**config.mk**
```make
export PLATFORM = sky130hd
export DESIGN_NAME = adap_pred_chan_sched
export DESIGN_NICKNAME = d
export VERILOG_FILES = /design/src/rtl/adap_pred_chan_sched.sv
export SDC_FILE = /design/constraint.sdc
export NUM_CORES = 1
export LEC_CHECK = 0
export ABC_AREA = 0
export ABC_CLOCK_PERIOD_IN_PS = 1700
export BUFFER_PORTS_ARGS = -buffer_cell sky130_fd_sc_hd__buf_2
export CAP_MARGIN = 20
export CORE_AREA = 2 2 54 56
export CTS_BUF_LIST = sky130_fd_sc_hd__clkbuf_16
export DETAILED_ROUTE_END_ITERATION = 10
export DIE_AREA = 0 0 56 58
export PLACE_DENSITY = 0.66
export SLEW_MARGIN = 10
export SYNTH_ARGS = -nofsm -noshare
export SYNTH_HDL_FRONTEND = slang
export SYNTH_SLANG_ARGS = --single-unit
```
**constraint.sdc**
```tcl
create_clock -name clk -period 1.7 [get_ports clk]
set_input_delay 0 -clock clk [delete_from_list [all_inputs] [get_ports clk]]
set_output_delay 0 -clock clk [all_outputs]
set_load 0.01 [all_outputs]
```
**src/rtl/adap_pred_chan_sched.sv**
```systemverilog
// Channel scheduler for the adaptive-predictor datapath: each frame sync walks channels 0..NCH-1 (read, start, wait, write back).
// Latency: fsync -> mem_rd next cycle -> dp_start LD_CYC+1 cycles later; per channel LD_CYC+3+run cycles.
// Backpressure: none; fsync during a frame is dropped and flagged, a hung datapath is cut off after TMO cycles.
module adap_pred_chan_sched #(
    parameter int NCH    = 32,
    parameter int CHW    = 5,
    parameter int LD_CYC = 2,
    parameter int TMO    = 64
) (
    input  logic           clk,
    input  logic           reset,
    input  logic           scan_in0,
    input  logic           scan_en,
    output logic           scan_out0,
    input  logic           en,
    input  logic           fsync,
    input  logic           err_clr,
    output logic [CHW-1:0] mem_addr,
    output logic           mem_rd,
    output logic           mem_wr,
    output logic           dp_start,
    input  logic           dp_done,
    output logic [CHW-1:0] ch_cur,
    output logic           busy,
    output logic           frame_done,
    output logic           overrun,
    output logic           timeout_err
);
    localparam int WDW = (TMO > 1) ? $clog2(TMO) : 1;
    localparam int LCW = (LD_CYC > 1) ? $clog2(LD_CYC) : 1;
    localparam logic [CHW-1:0] CH_LAST = CHW'(NCH - 1);
    localparam logic [WDW-1:0] WD_LAST = WDW'(TMO - 1);
    localparam logic [LCW-1:0] LD_LAST = LCW'(LD_CYC - 1);

    typedef enum logic [2:0] {S_IDLE, S_RD, S_LDW, S_START, S_RUN, S_WB} state_t;

    state_t         state;
    state_t         state_nxt;
    logic [CHW-1:0] ch;
    logic [WDW-1:0] wdog;
    logic [LCW-1:0] ld_cnt;
    logic           last_ch;
    logic           tmo_hit;
    logic           ch_adv;
    logic           frame_end;
    logic           wb_accept;
    logic           ovr_set;
    logic           unused_scan;

    assign unused_scan = scan_in0 ^ scan_en;
    assign scan_out0   = 1'b0;

    assign last_ch   = (ch == CH_LAST);
    assign tmo_hit   = (state == S_RUN) && !dp_done && (wdog == WD_LAST);
    assign ch_adv    = (state == S_WB) || tmo_hit;
    assign frame_end = ch_adv && last_ch;
    assign wb_accept = (state == S_WB) && last_ch && fsync && en;
    // The final write-back cycle counts as frame boundary: a sync there is not an overrun
    assign ovr_set   = fsync && (state != S_IDLE) && !((state == S_WB) && last_ch);

    always_ff @(posedge clk or negedge reset) begin
        if (!reset) state <= S_IDLE;
        else        state <= state_nxt;
    end

    always_comb begin
        state_nxt = state;
        case (state)
            S_IDLE:  if (fsync && en) state_nxt = S_RD;
            S_RD:    state_nxt = S_LDW;
            S_LDW:   if (ld_cnt == LD_LAST) state_nxt = S_START;
            S_START: state_nxt = S_RUN;
            S_RUN: begin
                if (dp_done)      state_nxt = S_WB;
                else if (tmo_hit) state_nxt = last_ch ? S_IDLE : S_RD;
            end
            S_WB:    state_nxt = (!last_ch || wb_accept) ? S_RD : S_IDLE;
            default: state_nxt = S_IDLE;
        endcase
    end

    always_comb begin
        mem_rd   = (state == S_RD);
        mem_wr   = (state == S_WB);
        dp_start = (state == S_START);
        busy     = (state != S_IDLE);
        mem_addr = ch;
        ch_cur   = ch;
    end

    always_ff @(posedge clk or negedge reset) begin
        if (!reset) begin
            ch          <= '0;
            wdog        <= '0;
            ld_cnt      <= '0;
            frame_done  <= 1'b0;
            overrun     <= 1'b0;
            timeout_err <= 1'b0;
        end else begin
            frame_done  <= frame_end;
            overrun     <= ovr_set || (overrun && !err_clr);
            timeout_err <= tmo_hit || (timeout_err && !err_clr);
            if (ch_adv)
                ch <= last_ch ? '0 : ch + CHW'(1);
            if (state == S_RD)
                ld_cnt <= '0;
            else if ((state == S_LDW) && (ld_cnt != LD_LAST))
                ld_cnt <= ld_cnt + LCW'(1);
            if (state == S_START)
                wdog <= '0;
            else if ((state == S_RUN) && (wdog != WD_LAST))
                wdog <= wdog + WDW'(1);
        end
    end
endmodule
```
### Word level (Yosys, flattened, before mapping)

Cells that the tools add are included.

| word-level totals | value |
|---|---|
| logic and storage cells | 60 |
| input bits | 8 |
| register bits | 18 |

| cells by class | value |
|---|---|
| bitwise gates (word level) | 1 |
| equal/unequal tests | 11 |
| reductions and logical operators | 26 |
| add/sub/neg operators | 3 |
| mux-type cells | 12 |

Operator list:

| cell | number |
|---|---|
| 3-bit case mux with 6 select lines | 1 |
| 1-bit logical AND | 13 |
| 3-bit 2-to-1 mux | 4 |
| 6-bit 2-to-1 mux | 2 |
| 6-bit by 1-bit adder with 6-bit output (second input constant) | 1 |
| 3-bit by 2-bit == test with 1-bit output (second input constant) | 2 |
| 3-bit == test (second input constant) | 2 |
| 6-bit == test (second input constant) | 1 |
| 6-bit != test (second input constant) | 1 |
| 5-bit by 1-bit adder with 5-bit output (second input constant) | 1 |
| 5-bit == test (second input constant) | 1 |
| 5-bit 2-to-1 mux | 1 |
| 1-bit logical NOT | 4 |
| 1-bit logical OR | 4 |
| 1-bit 2-to-1 mux | 4 |
| 2-bit != test (second input constant) | 2 |
| 2-bit nonzero test | 2 |
| 3-bit by 1-bit == test with 1-bit output (second input constant) | 1 |
| 3-bit logical NOT | 1 |
| 3-bit != test (second input constant) | 1 |
| 3-bit AND reduction | 1 |
| 3-bit nonzero test | 1 |
| 1-bit adder (second input constant) | 1 |
| 1-bit NOT | 1 |

### Depth between registers and ports, before layout

Gate-level depths: netlist of the first run.

| logic depth | value |
|---|---|
| depth after elaboration | 7 |
| gate-level depth with buffers | 7 |

### Worst setup path after synthesis of the first run

No wires, ideal clock.

| timing path | value |
|---|---|
| path type | reg2reg |
| start point | reg ch[0] (netlist: ch_cur[0]) |
| end point | reg state[0] |
| stages on the path, launching flop included | 7 |
| period minus slack after synthesis | 1.616 ns |
| arrival | 1.530 ns |
| data required time | 1.614 ns |
| slack | 0.084 ns |
| path through | dfrtp_1 ha_1 and3_1 ha_1 a311oi_1 a21oi_1 nor3_1 |

| between the ends | value |
|---|---|
| longest elaborated chain between the ends | 7 |
| elaborated cells on any way between the ends | 11 |
| classes of those cells | 1 x eq/ne; 5 x mux; 5 x reduce/logical |

RTL lines:

| item | RTL line | source |
|---|---|---|
| start, declared | 39 | `logic [CHW-1:0] ch;` |
| start signal, assigned | 104 | `ch <= last_ch ? '0 : ch + CHW'(1);` |
| 5-bit == test (*) | 53 | `assign last_ch = (ch == CH_LAST);` |
| 1-bit logical AND (3 in a row) | 57 | `assign wb_accept = (state == S_WB) && last_ch && fsync && en;` |
| 1-bit logical OR | 77 | `S_WB: state_nxt = (!last_ch \|\| wb_accept) ? S_RD : S_IDLE;` |
| 1-bit 2-to-1 mux | 77 |  |
| 3-bit case mux with 6 select lines (*) | 68 | `case (state)` |
| end signal, assigned | 63 | `else state <= state_nxt;` |
| end, declared | 37 | `state_t state;` |

Mark *: on every way between the ends. The rest lies on a longest branch, timed or not. The select of a mux whose other input is x is not followed.
A chain may end at the register's enable or synchronous reset.

### Worst setup path after layout of the first run

| timing path | value |
|---|---|
| start point | reg wdog[0] |
| end point | reg ch[4] (netlist: ch_cur[4]) |

| between the ends | value |
|---|---|
| longest elaborated chain between the ends | 3 |

RTL lines:

| item | RTL line | source |
|---|---|---|
| start, declared | 40 | `logic [WDW-1:0] wdog;` |
| start signal, assigned | 112 | `wdog <= wdog + WDW'(1);` |
| 6-bit == test | 54 | `assign tmo_hit = (state == S_RUN) && !dp_done && (wdog == WD_LAST);` |
| 1-bit logical AND | 54 |  |
| 1-bit logical OR | 55 | `assign ch_adv = (state == S_WB) \|\| tmo_hit;` |

No other way between the ends.

==> impl_metrics.tcl, run 1 <==
set metrics [dict create \
    row_count 19 \
    route.final.wire_length_um 2360 \
    layout_common_cells "buf_2, dfrtp_1, nor2_1" \
    grt_use_total_pct 16.2 \
    share_comb_of_total_power_pct 40.5 \
    fmaxAchievable_mhz 640 \
    setup-violations-final 0 \
    power_w 0.00198 \
    cpMaxStageDelayCell "dfrtp_1" \
    num_io_pins 26 \
    post_route_cells_drive_above_1_share_pct 28.6 \
    grt_pass1_wl_um 4170 \
    outcome "finished, final reports clean" \
    rr_endpoint "ch_cur[4]" \
    ys_seq_area_share_pct 44.0 \
    fp.coreArea_um2 2660 \
    internal_power_w 0.00124 \
    power.density_nw_per_um2 1540 \
    drt_first_iter_violations 18 \
    crit_path_start_kind "register" \
    routabilityCongestion 0.849 \
    whs_ns 0.0319 \
    wl_per_cell_um 14.4 \
    numClockSinks 18 \
    final-max-slew-violation-count 0 \
    register_area_um2 450 \
    synth.avg_cell_area_um2 9.39 \
    grt_max_degree 19 \
    worst-r2r-setup-slack_ns 0.14 \
    vdd.ir_drop.worst_mv 0.883 \
    holdCritPathClass "input port to register" \
    areaGrowthSynthToFinish_pct 25.1 \
    antennaDiodeCount 0 \
    initial_core_util_pct 38.4 \
    fin_setup_tns_ns 0 \
    fp.dieW_um 56 \
    postSynth.topFlopCell "dfrtp_1" \
    power_leakage_nw 0.606 \
    postSynthRegisterBits 18 \
    crit_path_cell_trace "ha_1 -> and4_1 -> a21o_2 -> mux2_4" \
    final_hold_viol_count 0 \
    r2r.worst_path.cells 4 \
    unrepaired_setup_endpoints_after_global_routing "false" \
    synth.cell_area_um2 1020 \
    clock-root-buffer "clkbuf_16" \
    vias 896 \
    critPathMaxStageDelay_ns 0.41 \
    crit_path_start "wdog[0]" \
    worstSetupEndpoint "ch_cur[4]" \
    clk_pwr_share_pct 23.4 \
    timing_worst_setup_path_type "register to register" \
    globalRouteOverflowTotal 0 \
    worst-endpoint-required_ns 1.83 \
    synth-edff-count 0 \
    seqPwrFrac_pct 36.2 \
    clockBufferDepth 2 \
    max-cap-violations 0 \
    worst_skew_pair.late_latency_ns 0.25 \
    worst_slack_ns 0.137 \
    worst-path-max-fanout 8 \
    yosys_warnings 0 \
    final_common_cell "buf_2" \
    height_of_the_chip_um 58 \
    mappedNetlistNets 120 \
    place_worst_setup_slack_ns 0.0637 \
    period_share_pct 92.0 \
    vias_per_instance 5.46 \
    dpl_wire_length_um 1630 \
    count_of_mapped_cells_out_of_synthesis 109 \
    buffer_ports.inserted 22 \
    antenna_found_initial 0 \
    drt_pre_antenna_iters 4 \
    floorplan.die_area_um2 3250 \
    timing.critical_path.arrival_ns 1.69 \
    finClkSkew_ns 0.00251 \
    clk_pin_slew_worst_paths_ns 0.05 \
    clock_tree.htree_level_count 1 \
    tritoncts "done" \
    r2r-start "wdog[0]" \
    route.antenna.remaining_nets 0 \
    fillers 268 \
    drcViolationCount 0 \
    worst_setup_path_end_kind "register" \
    power.switching_w 0.000735 \
    synth.lib_cells_used.distinct 37 \
    final.min_clock_period_ns 1.56 \
    numCtsBuffers 3 \
    switching_share_pct 37.2 \
    multi_input_comb_area_um2 526 \
    num-nets-final 146 \
    synth-async-reset-ratio_pct 100 \
    grt_pass1_vias 917 \
]
-- cell usage after synthesis, types with 3 or more instances --
cell type  number  area [µm²]
and2_1          3        18.8
nand2_1         4        15.0
dfrtp_1        18         450
buf_4           6        45.0
a21oi_1        10        50.1
inv_1           4        15.0
o21ai_0         7        35.0
and3_1          4        25.0
nor2_1         12        45.0
nand2b_1        4        25.0
a311oi_1        3        26.3
ha_1            3        37.5
-- through the flow --
stage	utilization, %	area [µm²]	instances
after detailed placement	43.5	1160	159
after floorplan	-	1020	109
after global placement	43.5	1160	159
final	48.1	1280	164
after CTS	47.1	1250	164
after global routing	48.1	1280	164
-- cell families after synthesis --
group,share of synthesized area [%]
AND/OR/NAND/NOR,21.3
AO/OA/AOI/OAI,19.3
flip-flops,44.0
buffers and inverters,7.21
adder cells (fa/ha/maj),3.67
XOR/XNOR,1.71
multiplexers,2.44
other,0.366
-- what timing repair did --
| item | in CTS | in global routing |
|---|---|---|
| hold buffers | 2 | 0 |
| setup buffers | 0 | 0 |
| setup endpoints to repair | 0 | 3 |
| resized for setup | 0 | 6 |
| endpoints found under the hold margin | 20 | 0 |
-- area by class of cell --
type	instances	share of cell area [%]
Clock buffer	3	5.87
Sequential cell	18	35.2
Timing Repair Buffer	30	13.7
Tap cell	31	3.03
Multi-Input combinational cell	78	41.1
Inverter	4	1.17
-- metal layers --
| layer | wire length [µm] | vias to the layer above | share of wire, % | GRT usage (%) |
|---|---|---|---|---|
| met5 | 0 | - | 0 | 0 |
| met4 | 17 | 0 | 0.72 | 7.82 |
| met3 | 97 | 2 | 4.1 | 2.68 |
| met2 | 1220 | 20 | 52 | 27.1 |
| met1 | 1020 | 441 | 43 | 20.7 |
| li1 | - | 433 | - | - |
-- critical path, delay by kind of cell, from the launching register on --
kind / cells / cell delay, ns
fa+ha+maj: 1 / 0.23
mux: 1 / 0.31
simple gates: 1 / 0.24
flops: 1 / 0.41
compound gates: 1 / 0.26
-- worst min-delay path by stage --
stage / from / end / depth (start not counted)
5_1_grt: dp_done / timeout_err / 2
3_3_place_gp: reset / wdog[3] / 1
3_5_place_dp: reset / wdog[3] / 1
2_1_floorplan: reset / ch_cur[0] / 0
6_report: fsync / overrun / 3
4_1_cts: dp_done / timeout_err / 2
-- power groups by stage --
stage | clock network, W | logic (W) | registers (W)
global placement | 0 | 0.000764 | 0.000703
detailed placement | 0 | 0.000782 | 0.000715
floorplan | 0 | 0.000555 | 0.000692
global route | 0.000490 | 0.000919 | 0.000744
finish | 0.000462 | 0.000800 | 0.000715
CTS | 0.000469 | 0.000794 | 0.000709
-- registers in the layout (all words and copies together) (netlist names) --
| name | cells |
|---|---|
| timeout_err | 1 |
| state | 3 |
| overrun | 1 |
| ch_cur | 5 |
| wdog | 6 |
| frame_done | 1 |
| ld_cnt | 1 |
No activity file was read; power rests on OpenSTA's default activity.
==> run 2, diff against run 1 <==
--- a/config.mk
+++ b/config.mk
@@ -7,7 +7,7 @@
 export LEC_CHECK = 0
 export ABC_AREA = 0
 export ABC_CLOCK_PERIOD_IN_PS = 1700
-export BUFFER_PORTS_ARGS = -buffer_cell sky130_fd_sc_hd__buf_2
+export BUFFER_PORTS_ARGS = -buffer_cell sky130_fd_sc_hd__buf_4
 export CAP_MARGIN = 20
 export CORE_AREA = 2 2 54 56
 export CTS_BUF_LIST = sky130_fd_sc_hd__clkbuf_16
==> run 2 against run 1 <==
  * Via count rose by 0.22%
  * Fmax shrank 3.7%
  * Count of clock-buffer cells in the layout did not move
  * Critical endpoint unchanged
  * Highest routed layer unchanged
==> impl_metrics.tcl, run 2 (synthesis results as in run 1) <==
set metrics [dict create \
    hold_path_depth 3 \
    power_w 0.00203 \
    worst_hold_startpoint "fsync" \
    fp.coreArea_um2 2660 \
    crit_path_cell_trace "ha_1 -> and4_1 -> a21o_2 -> mux2_4" \
    clk_pwr_share_pct 22.7 \
    clock_tree.htree_level_count 1 \
    globalRouteOverflowTotal 0 \
    final_hold_viol_count 0 \
    grt_pass1_wl_um 3750 \
    setup-violations-final 0 \
    clockBufferDepth 2 \
    outcome "finished, final reports clean" \
    fp.dieW_um 56 \
    fin_setup_tns_ns 0 \
    antennaDiodeCount 0 \
    antenna_found_initial 0 \
    internal_power_w 0.00131 \
    holdCritPathClass "input port to register" \
    vias 898 \
    vias_per_instance 5.48 \
    period_share_pct 95.4 \
    num-nets-final 146 \
    power.density_nw_per_um2 1550 \
    unrepaired_setup_endpoints_after_global_routing "false" \
    timing_worst_setup_path_type "register to register" \
    final.min_clock_period_ns 1.62 \
    r2r.worst_path.cells 4 \
    grt_use_total_pct 14.6 \
    worst_skew_pair.late_latency_ns 0.25 \
    largest_register_ff_count 6 \
    route.antenna.remaining_nets 0 \
    largest-register "wdog" \
    initial_core_util_pct 38.4 \
    drt_pre_antenna_iters 4 \
    cpMaxStageDelayCell "dfrtp_1" \
    final-max-slew-violation-count 0 \
    seqPwrFrac_pct 35.0 \
    clk_pin_slew_worst_paths_ns 0.05 \
    power.switching_w 0.000727 \
    grt_pass1_vias 838 \
    routabilityCongestion 0.898 \
    tritoncts "done" \
    drt_first_iter_violations 31 \
    crit_path_start_kind "register" \
    route.final.wire_length_um 2200 \
    timing.hold.worst_endpoint "overrun" \
    worst_setup_path_end_kind "register" \
    worst-path-max-fanout 8 \
    wl_per_cell_um 13.4 \
    clock-root-buffer "clkbuf_16" \
    fmaxAchievable_mhz 616 \
    drcViolationCount 0 \
    share_comb_of_total_power_pct 42.3 \
    finClkSkew_ns 0.00158 \
    power_leakage_nw 0.617 \
    r2r-start "wdog[0]" \
    switching_share_pct 35.8 \
    floorplan.die_area_um2 3250 \
    cts.repair_timing.setup_buffer_count 0 \
    worst-r2r-setup-slack_ns 0.08 \
    final_cell_count_no_fill 164 \
    buffer_ports.inserted 22 \
    layout_common_cells "buf_4, dfrtp_1, nor2_1" \
    vdd.ir_drop.worst_mv 0.761 \
    areaGrowthSynthToFinish_pct 28.4 \
    max-cap-violations 0 \
    worst-endpoint-required_ns 1.83 \
    grt_max_degree 19 \
    numCtsBuffers 3 \
    numClockSinks 18 \
    rr_endpoint "ch_cur[4]" \
    num_io_pins 26 \
    final_common_cell "buf_4" \
    post_route_cells_drive_above_1_share_pct 25.6 \
    row_count 19 \
    placed_insts 158 \
    dpl_wire_length_um 1560 \
    critPathMaxStageDelay_ns 0.42 \
    height_of_the_chip_um 58 \
    timing.critical_path.arrival_ns 1.75 \
]
[run 2: worst max path at each step]
stage	startpoint	to	slack [ns]	cells after the start
after floorplan	ch_cur[0]	state[0]	0.08	6
after global placement	ch_cur[0]	state[0]	0.09	6
after detailed placement	ch_cur[0]	state[0]	0.04	6
after CTS	ch_cur[0]	state[0]	0.02	6
after global routing	ch_cur[0]	state[0]	0.004	6
final	wdog[0]	ch_cur[4]	0.08	4
[run 2: power by group through the flow]
stage          combinational, W  clock, W  sequential, W
2_1_floorplan          0.000555         0       0.000692
3_3_place_gp           0.000847         0       0.000705
3_5_place_dp           0.000857         0       0.000716
4_1_cts                0.000871  0.000463       0.000711
5_1_grt                0.000954  0.000491       0.000740
6_report               0.000860  0.000460       0.000711
[run 2: routing by layer]
layer | global-route usage (%) | routed length (µm)
met1 | 18.3 | 999
met2 | 23.7 | 1090
met3 | 3.35 | 79
met4 | 7.82 | 37
met5 | 0 | 0
[run 2: repair_timing]
| item | 4_1_cts | 5_1_grt |
|---|---|---|
| endpoints found under the hold margin | 20 | 0 |
| hold buffers | 3 | 0 |
| resized for setup | 0 | 1 |
| endpoints found under the setup margin | 0 | 1 |
[run 2: final cells by class]
cell class,count,area [µm²]
tap,31,38.8
sequential,18,450
multi-input combinational,78,502
inverter,4,15.0
clock buffer,3,75.1
fill,249,1350
timing repair buffer,30,233
[run 2: metrics by stage]
stage	utilization [%]	cell area [µm²]	hold WS, ns	worst slack [ns]
floorplan	-	1020	-0.296	0.0840
global placement	45.3	1210	-0.118	0.0870
detailed placement	45.3	1210	-0.116	0.0371
CTS	49.2	1310	0.0220	0.0185
global route	49.3	1310	0.0333	0.00391
finish	49.3	1310	0.0218	0.0774
[run 2: critical path: cells and delay by family (launching register included)]
kind	cells	cell delay, ns
compound gates	1	0.26
fa+ha+maj	1	0.27
flops	1	0.42
mux	1	0.31
simple gates	1	0.25
